**src/rtl/pst_pkg.sv**
```systemverilog
// Shared types and constants for the theta phase encoder and the sequence predictor.
package pst_pkg;

    localparam int PHASE_W = 8;
    localparam logic [PHASE_W-1:0] PHASE_MAX = 8'd255;

    typedef logic [PHASE_W-1:0] phase_t;

    typedef enum logic {
        WAIT,
        CAPT
    } cap_state_e;

endpackage

```
**src/rtl/theta_phase_clock.sv**
```systemverilog
// Free-running theta phase clock: prescaler plus 8-bit phase counter.
// Emits a combinational wrap pulse on the clock that ends a theta cycle.
module theta_phase_clock
    import pst_pkg::*;
#(
    parameter int CLK_PER_PHASE = 4
) (
    input  logic   clk,
    input  logic   rst_n,
    input  logic   en,
    input  logic   phase_rst,
    output phase_t phase_now,
    output logic   wrap
);

    localparam int PRE_W = (CLK_PER_PHASE > 1) ? $clog2(CLK_PER_PHASE) : 1;
    localparam logic [PRE_W-1:0] PRE_MAX = PRE_W'(CLK_PER_PHASE - 1);

    logic [PRE_W-1:0] presc_q, presc_d;
    phase_t           phase_q, phase_d;
    logic             presc_max;

    always_comb begin
        presc_max = (presc_q == PRE_MAX);
        // phase_rst and a natural wrap in the same clock collapse into one wrap
        wrap      = en & (phase_rst | (presc_max & (phase_q == PHASE_MAX)));
        presc_d   = presc_q;
        phase_d   = phase_q;
        if (wrap) begin
            presc_d = '0;
            phase_d = '0;
        end else if (en) begin
            if (presc_max) begin
                presc_d = '0;
                phase_d = phase_q + 1'b1;
            end else begin
                presc_d = presc_q + 1'b1;
            end
        end
    end

    always_ff @(posedge clk or negedge rst_n) begin
        if (!rst_n) begin
            presc_q <= '0;
            phase_q <= '0;
        end else begin
            presc_q <= presc_d;
            phase_q <= phase_d;
        end
    end

    assign phase_now = phase_q;

endmodule

```
**src/rtl/theta_phase_encoder.sv**
```systemverilog
// First-spike phase encoder: stamps the first spike of each theta cycle and
// publishes it on the wrap edge. THETA_ENC_SPIKE_SYNC_EN adds a 2-flop input synchronizer.
//
// state | meaning
// WAIT  | no spike seen yet in the current theta cycle
// CAPT  | first-spike stamp held, counting further spikes
module theta_phase_encoder
    import pst_pkg::*;
#(
    parameter int CLK_PER_PHASE = 4,
    parameter int CNT_W         = 4
) (
    input  logic             clk,
    input  logic             rst_n,
    input  logic             en,
    input  logic             phase_rst,
    input  logic             spike_in,
    output logic             cycle_start,
    output phase_t           actual_phase,
    output logic             fired,
    output logic [CNT_W-1:0] spike_cnt,
    output logic             multi_spike,
    output phase_t           phase_now
);

    function automatic logic [CNT_W-1:0] sat_inc(input logic [CNT_W-1:0] c);
        return (&c) ? c : c + 1'b1;
    endfunction

    logic wrap;
    logic spike_s;

    theta_phase_clock #(
        .CLK_PER_PHASE(CLK_PER_PHASE)
    ) u_clock (
        .clk       (clk),
        .rst_n     (rst_n),
        .en        (en),
        .phase_rst (phase_rst),
        .phase_now (phase_now),
        .wrap      (wrap)
    );

`ifdef THETA_ENC_SPIKE_SYNC_EN
    logic [1:0] sync_q, sync_d;
    assign sync_d  = {sync_q[0], spike_in};
    assign spike_s = sync_q[1];
    always_ff @(posedge clk or negedge rst_n) begin
        if (!rst_n) sync_q <= '0;
        else        sync_q <= sync_d;
    end
`else
    assign spike_s = spike_in;
`endif

    cap_state_e       state_q, state_d;
    phase_t           stamp_q, stamp_d;
    logic [CNT_W-1:0] cnt_q, cnt_d;
    logic             spike_prev_q, spike_prev_d;
    logic             cycle_start_q, cycle_start_d;
    phase_t           actual_phase_q, actual_phase_d;
    logic             fired_q, fired_d;
    logic [CNT_W-1:0] spike_cnt_q, spike_cnt_d;
    logic             multi_spike_q, multi_spike_d;

    logic             spike_hit;
    logic [CNT_W-1:0] cnt_fin;
    logic             fired_fin;
    phase_t           stamp_fin;

    always_comb begin
        // edge register samples even while disabled so stale edges are dropped
        spike_prev_d   = spike_s;
        spike_hit      = en & spike_s & ~spike_prev_q;
        // count is zero in WAIT, so one increment covers both states
        cnt_fin        = spike_hit ? sat_inc(cnt_q) : cnt_q;
        fired_fin      = (state_q == CAPT) | spike_hit;
        stamp_fin      = ((state_q == WAIT) && spike_hit) ? phase_now : stamp_q;

        state_d        = state_q;
        stamp_d        = stamp_q;
        cnt_d          = cnt_q;
        cycle_start_d  = 1'b0;
        actual_phase_d = actual_phase_q;
        fired_d        = fired_q;
        spike_cnt_d    = spike_cnt_q;
        multi_spike_d  = multi_spike_q;

        if (wrap) begin
            state_d       = WAIT;
            cnt_d         = '0;
            cycle_start_d = 1'b1;
            fired_d       = fired_fin;
            spike_cnt_d   = cnt_fin;
            multi_spike_d = (cnt_fin > CNT_W'(1));
            if (fired_fin) actual_phase_d = stamp_fin;
        end else if (spike_hit) begin
            state_d = CAPT;
            stamp_d = stamp_fin;
            cnt_d   = cnt_fin;
        end
    end

    always_ff @(posedge clk or negedge rst_n) begin
        if (!rst_n) begin
            state_q        <= WAIT;
            stamp_q        <= '0;
            cnt_q          <= '0;
            spike_prev_q   <= 1'b0;
            cycle_start_q  <= 1'b0;
            actual_phase_q <= '0;
            fired_q        <= 1'b0;
            spike_cnt_q    <= '0;
            multi_spike_q  <= 1'b0;
        end else begin
            state_q        <= state_d;
            stamp_q        <= stamp_d;
            cnt_q          <= cnt_d;
            spike_prev_q   <= spike_prev_d;
            cycle_start_q  <= cycle_start_d;
            actual_phase_q <= actual_phase_d;
            fired_q        <= fired_d;
            spike_cnt_q    <= spike_cnt_d;
            multi_spike_q  <= multi_spike_d;
        end
    end

    assign cycle_start  = cycle_start_q;
    assign actual_phase = actual_phase_q;
    assign fired        = fired_q;
    assign spike_cnt    = spike_cnt_q;
    assign multi_spike  = multi_spike_q;

endmodule

```
**config.mk**
```make
export PLATFORM = sky130hd
export DESIGN_NAME = theta_phase_encoder
export DESIGN_NICKNAME = d
export VERILOG_FILES = /design/src/rtl/pst_pkg.sv /design/src/rtl/theta_phase_clock.sv /design/src/rtl/theta_phase_encoder.sv
export SDC_FILE = /design/constraint.sdc
export NUM_CORES = 1
export LEC_CHECK = 0
export CAP_MARGIN = 20
export CORE_ASPECT_RATIO = 0.5
export CORE_MARGIN = 2
export CORE_UTILIZATION = 57
export CTS_CLUSTER_SIZE = 10
export DETAILED_ROUTE_END_ITERATION = 10
export GPL_TIMING_DRIVEN = 0
export PLACE_DENSITY = 0.87
export SLEW_MARGIN = 20
export SYNTH_ARGS = -nofsm -noshare
export SYNTH_HDL_FRONTEND = slang
export SYNTH_SLANG_ARGS = --single-unit
export TNS_END_PERCENT = 20
```
**constraint.sdc**
```tcl
create_clock -name clk -period 5.81 [get_ports clk]
set_clock_uncertainty 0.2 [all_clocks]
set_input_delay 1.162 -clock clk [delete_from_list [all_inputs] [get_ports clk]]
set_output_delay 1.162 -clock clk [all_outputs]
set_load 0.01 [all_outputs]
```
==> results of run 1 <==
-- layout make-up --
class,count,area [µm²]
buffer,8,76.3
tap,40,50.0
multi-input combinational,109,828
inverter,10,38.8
clock inverter,2,35.0
clock buffer,6,82.6
sequential,39,976
timing repair buffer,28,285
fill,206,728
-- Yosys cell counts (all sizes together), types with 2 or more instances --
cell type / number / area, µm²
nand3: 3 / 15.0
a32o: 3 / 30.0
o221a: 8 / 90.1
xnor2: 7 / 61.3
buf: 6 / 53.8
inv: 9 / 33.8
nor2: 20 / 75.1
a41oi: 8 / 70.1
nand2: 7 / 33.8
mux2: 13 / 146
dfrtp: 39 / 976
ha: 3 / 37.5
or3: 8 / 50.1
nor3: 2 / 21.3
o21ai: 3 / 15.0
a21oi: 5 / 25.0
nand4: 5 / 37.5
-- power breakdown --
part / switching (mW) / total, mW / internal [mW] / leakage [nW]
Clock: 0.0956 / 0.235 / 0.139 / 0.0612
Sequential: 0.0308 / 0.336 / 0.305 / 0.519
Combinational: 0.0723 / 0.151 / 0.0792 / 0.463
Total: 0.199 / 0.722 / 0.523 / 1.04
-- stage by stage --
stage	setup slack [ps]	instance area (µm²)	std cells
6_report	2840	2370	242
5_1_grt	2770	2370	242
3_3_place_gp	2500	2240	233
2_1_floorplan	3330	1920	166
3_5_place_dp	2570	2250	234
4_1_cts	2870	2370	242
-- metal layers --
metal	part of all wire, %	GRT usage [%]	vias up
met5	0	0	-
met4	1.6	9.84	0
met3	8.7	8.96	10
met2	47	42.5	63
met1	42	34.3	760
li1	-	-	677
-- sequential cells by signal (all words and copies together), names as in the netlist --
signal             count
multi_spike            1
fired                  1
spike_cnt              4
actual_phase           8
spike_prev_q           1
u_clock.phase_now      8
cycle_start            1
cnt_q                  4
stamp_q                8
state_q                1
u_clock.presc_q        2
-- path summary, 6_finish.rpt --
| check | to | startpoint | cells after the start |
|---|---|---|---|
| max | stamp_q[4] | en | 5 |
| min | stamp_q[0] | stamp_q[0] | 1 |
| max in group asynchronous | multi_spike | rst_n | 2 |
| min reg2reg | stamp_q[0] | stamp_q[0] | 1 |
| min in group asynchronous | stamp_q[6] | rst_n | 1 |
| max reg2reg | stamp_q[4] | u_clock.phase_now[0] | 5 |
-- cell families (layout without fill, tap and decap cells) --
logic type	Yosys count	in the layout	synth area share (%)
muxes	13	13	7.63
adders and majority gates	3	3	1.96
xor gates and xnor gates	8	8	3.65
and+or+nand+nor	51	51	14.3
buffers and inverters	18	54	6.00
DFF	39	39	50.8
AOI/OAI and AO/OA	34	34	15.6
-- worst max-delay path: cells and delay by family --
family                 cells  cell delay, ps
and+or+nand+nor            2             710
buffers and inverters      2             680
muxes                      1             400
==> results.json, run 1 <==
{
  "final_common_cell": "dfrtp_1",
  "start_kind": "input pin",
  "post-cts-setup-buffers": 0,
  "num_vias": 1510,
  "crit_type": "in -> reg",
  "seq_area_frac_synth_pct": 50.8,
  "p_total_uw": 722,
  "max_freq_ghz": 0.337,
  "crit_required_ps": 5780,
  "synth_flop_cell": "dfrtp_1",
  "grt_max_degree": 32,
  "layout.nets": 209,
  "first_iter_violations": 96,
  "final_util_pct": 76.5,
  "run_status": "complete, no violations",
  "synthCells": 166,
  "cts_resized": 0,
  "antenna_cells": 0,
  "cts_buffers": 5,
  "first_pass_iters": 4,
  "grt-ovfl-total": 0,
  "powerDensity_mw_per_mm2": 304,
  "area_growth_syn_to_layout_pct": 23.6,
  "rsz0062_at_grt": "false",
  "worst_pin_slew_ps": 507,
  "start_util_pct": 61.9,
  "routedWlPerCell_um": 18.7,
  "dieArea_mm2": 0.00388,
  "path_clk_slew_ps": 70,
  "grt_pass1_wl_mm": 7.60,
  "antenna_found_initial": 0,
  "cp_cell_sequence": "clkdlybuf4s50_1 -> buf_4 -> nand3b_1 -> nor3_4 -> mux2_2",
  "min_period_ps": 2970,
  "grt_pass1_vias": 1558,
  "dpl.hpwl_mm": 3.07,
  "drv_slew": 0,
  "synth_nets": 174,
  "maxCapViolations": 0,
  "min_path_type": "reg -> reg",
  "setup-violations-final": 0,
  "wl_mm": 4.53,
  "most-common-layout-cells": "dfrtp_1, clkdlybuf4s50_1, nor2_1, mux2_2, inv_1",
  "cpMaxStageDelayCell": "clkdlybuf4s50_1",
  "rows": 14,
  "ys_seq_elements": 39,
  "cts_hold_buf": 0,
  "ys_types": 40,
  "synth_edf_count": 0,
  "leakage_nw": 1.04,
  "die_x_um": 86.1,
  "port_buffers": 27,
  "finalCritPeriodShare_pct": 51.1,
  "viasPerCell": 6.24,
  "coreArea_mm2": 0.00310,
  "htreeDepth": 2,
  "clock_insertion_delay_worst_skew_ps": 290,
  "die_y_um": 45.0,
  "finalHoldViolations": 0,
  "grt_usage_pct": 26.4,
  "vdd_drop_max_mv": 0.151,
  "num_io_pins": 28,
  "tritoncts": "done",
  "cp.arrival_ps": 2940,
  "path_max_fanout": 10,
  "critPathCaptureType": "flop",
  "slowest_delay_ps": 480,
  "cts.path.max_buffers": 2,
  "tns_ps": 0,
  "drive_gt1_share_pct": 20.8,
  "cts.sinks": 39,
  "drc": 0,
  "syn_avg_cell_area_um2": 11.6,
  "hold_ws_ps": 306,
  "rrSetupSlack_ps": 3600,
  "synth_area_mm2": 0.00192,
  "slew_headroom_pct": 66.1,
  "yosys_warnings": 0,
  "gp_congestion": 0.864,
  "async_reset_ff_share_pct": 100,
  "ant_nets": 0,
  "cts_root_buf": "clkbuf_8"
}
Power figures use the tool's default switching activity.
==> run 2, diff against run 1 <==
- CORE_UTILIZATION: 57 -> 53
- PLACE_DENSITY: 0.87 -> 0.82
- clock period: 5.81 -> 2.9 ns (I/O delays scaled with it)
==> run 2 against run 1 <==
Against the previous run: final cell count grew 5.0%; global-route usage shrank 3.6 points; sequential cell count is the same; critical path depth is the same; hold slack lost 1.1 ps; largest power group unchanged; first-iteration DRC count grew 4.2%; non-clock buffer count grew 1; clock power grew 69%; highest routed layer unchanged; count of clock-buffer cells in the layout grew 2; routed wire length shrank 4.2%.
==> results.json, run 2 (synthesis gave the netlist of run 1 again) <==
{
  "layout.nets": 210,
  "final_common_cell": "dfrtp_1",
  "min_path_type": "reg -> reg",
  "max_freq_ghz": 0.418,
  "antenna_cells": 0,
  "coreArea_mm2": 0.00345,
  "fin_cells": 254,
  "cts.sinks": 39,
  "path_clk_slew_ps": 70,
  "ant_nets": 0,
  "cts_buffers": 5,
  "clock_insertion_delay_worst_skew_ps": 280,
  "antenna_found_initial": 0,
  "p_switching_uw": 384,
  "post-cts-setup-buffers": 0,
  "grt_max_degree": 29,
  "vdd_drop_max_mv": 0.472,
  "min_period_ps": 2390,
  "finalWorstSetupSlack_ps": 508,
  "path_max_fanout": 10,
  "final_util_pct": 68.9,
  "routedWlPerCell_um": 17.1,
  "placedCellCount": 245,
  "cts_root_buf": "clkbuf_8",
  "htreeDepth": 2,
  "tritoncts": "done",
  "most-common-layout-cells": "dfrtp_1, clkdlybuf4s50_1, nor2_1, mux2_2, inv_1",
  "cts_resized": 0,
  "grt_pass1_wl_mm": 6.90,
  "run_status": "complete, no violations",
  "seqPwrFrac_pct": 49.0,
  "finalHoldViolations": 0,
  "drc": 0,
  "finalCritPeriodShare_pct": 82.5,
  "grt_usage_pct": 22.8,
  "viasPerCell": 5.75,
  "num_vias": 1460,
  "crit_required_ps": 2870,
  "switching_share_pct": 28.0,
  "clockPowerShare_pct": 28.9,
  "setup-violations-final": 0,
  "first_pass_iters": 5,
  "start_kind": "input pin",
  "pre_cts_ws_ps": 213,
  "grt-ovfl-total": 0,
  "dieArea_mm2": 0.00415,
  "gp_congestion": 0.808,
  "num_io_pins": 28,
  "critPathCaptureType": "flop",
  "cts.path.max_buffers": 2,
  "start_util_pct": 55.6,
  "cp.arrival_ps": 2360,
  "share_comb_of_total_power_pct": 22.0,
  "crit_type": "in -> reg",
  "drive_gt1_share_pct": 20.2,
  "die_y_um": 46.6,
  "first_iter_violations": 100,
  "maxCapViolations": 0,
  "area_growth_syn_to_layout_pct": 23.9,
  "die_x_um": 89.1,
  "port_buffers": 27,
  "leakage_nw": 1.04,
  "wl_mm": 4.34,
  "dpl.hpwl_mm": 2.99,
  "p_int_uw": 989,
  "rows": 15,
  "tns_ps": 0,
  "grt_pass1_vias": 1441,
  "slew_headroom_pct": 67.4,
  "powerDensity_mw_per_mm2": 577,
  "rsz0062_at_grt": "false",
  "drv_slew": 0,
  "worst_pin_slew_ps": 484
}
[run 2: changes by cell type in the layout (fill, tap and decap cells not counted), sizes merged]
cell / delta
clkinv: -1
bufinv: -1
clkbuf: +2
dlygate4sd3: +1
[run 2: power groups by stage]
| stage | registers, mW | clock network (mW) | logic, mW |
|---|---|---|---|
| global route | 0.682 | 0.424 | 0.333 |
| detailed placement | 0.682 | 0 | 0.298 |
| finish | 0.673 | 0.397 | 0.303 |
| CTS | 0.672 | 0.402 | 0.304 |
| floorplan | 0.684 | 0 | 0.151 |
| global placement | 0.677 | 0 | 0.286 |
[run 2: layer usage]
| layer | vias to the layer above | routed length (µm) | global-route usage (%) |
|---|---|---|---|
| met5 | - | 0 | 0 |
| met4 | 0 | 19 | 6.27 |
| met3 | 2 | 268 | 5.02 |
| met2 | 47 | 2150 | 38.2 |
| met1 | 726 | 1900 | 30.5 |
| li1 | 685 | - | - |
[run 2: layout make-up]
| cell class | instances | area, µm² |
|---|---|---|
| inverter | 10 | 38.8 |
| timing repair buffer | 29 | 295 |
| multi-input combinational | 109 | 828 |
| clock buffer | 8 | 100 |
| sequential | 39 | 976 |
| fill | 258 | 1070 |
| buffer | 8 | 76.3 |
| tap | 51 | 63.8 |
[run 2: timing repair]
item / 4_1_cts / 5_1_grt
endpoints found under the hold margin: 11 / 0
setup endpoints to repair: 0 / 0
hold buffers: 1 / 0
[run 2: path summary, 6_finish.rpt]
| kind | from | endpoint | slack, ps | cells past startpoint |
|---|---|---|---|---|
| setup / recovery | en | stamp_q[6] | 510 | 5 |
| min in group asynchronous | rst_n | stamp_q[2] | 510 | 2 |
| hold / removal | spike_cnt[2] | spike_cnt[2] | 310 | 1 |
| max in group asynchronous | rst_n | spike_cnt[2] | 1560 | 3 |
| hold reg to reg | spike_cnt[2] | spike_cnt[2] | 310 | 1 |
| setup reg to reg | u_clock.phase_now[0] | stamp_q[6] | 720 | 5 |
[run 2: stage by stage]
| stage | power (mW) | cell area, µm² | hold WS (ps) |
|---|---|---|---|
| after global routing | 1.44 | 2380 | 319 |
| after CTS | 1.38 | 2380 | 311 |
| after global placement | 0.963 | 2250 | 283 |
| after detailed placement | 0.981 | 2270 | 274 |
| final | 1.37 | 2380 | 305 |
| after floorplan | 0.836 | 1920 | 84.4 |
[run 2: worst max-delay path: stages]
cell	delay, ps
clkdlybuf4s50_1	490
buf_4	200
nand3b_1	240
nor3_4	450
mux2_2	400
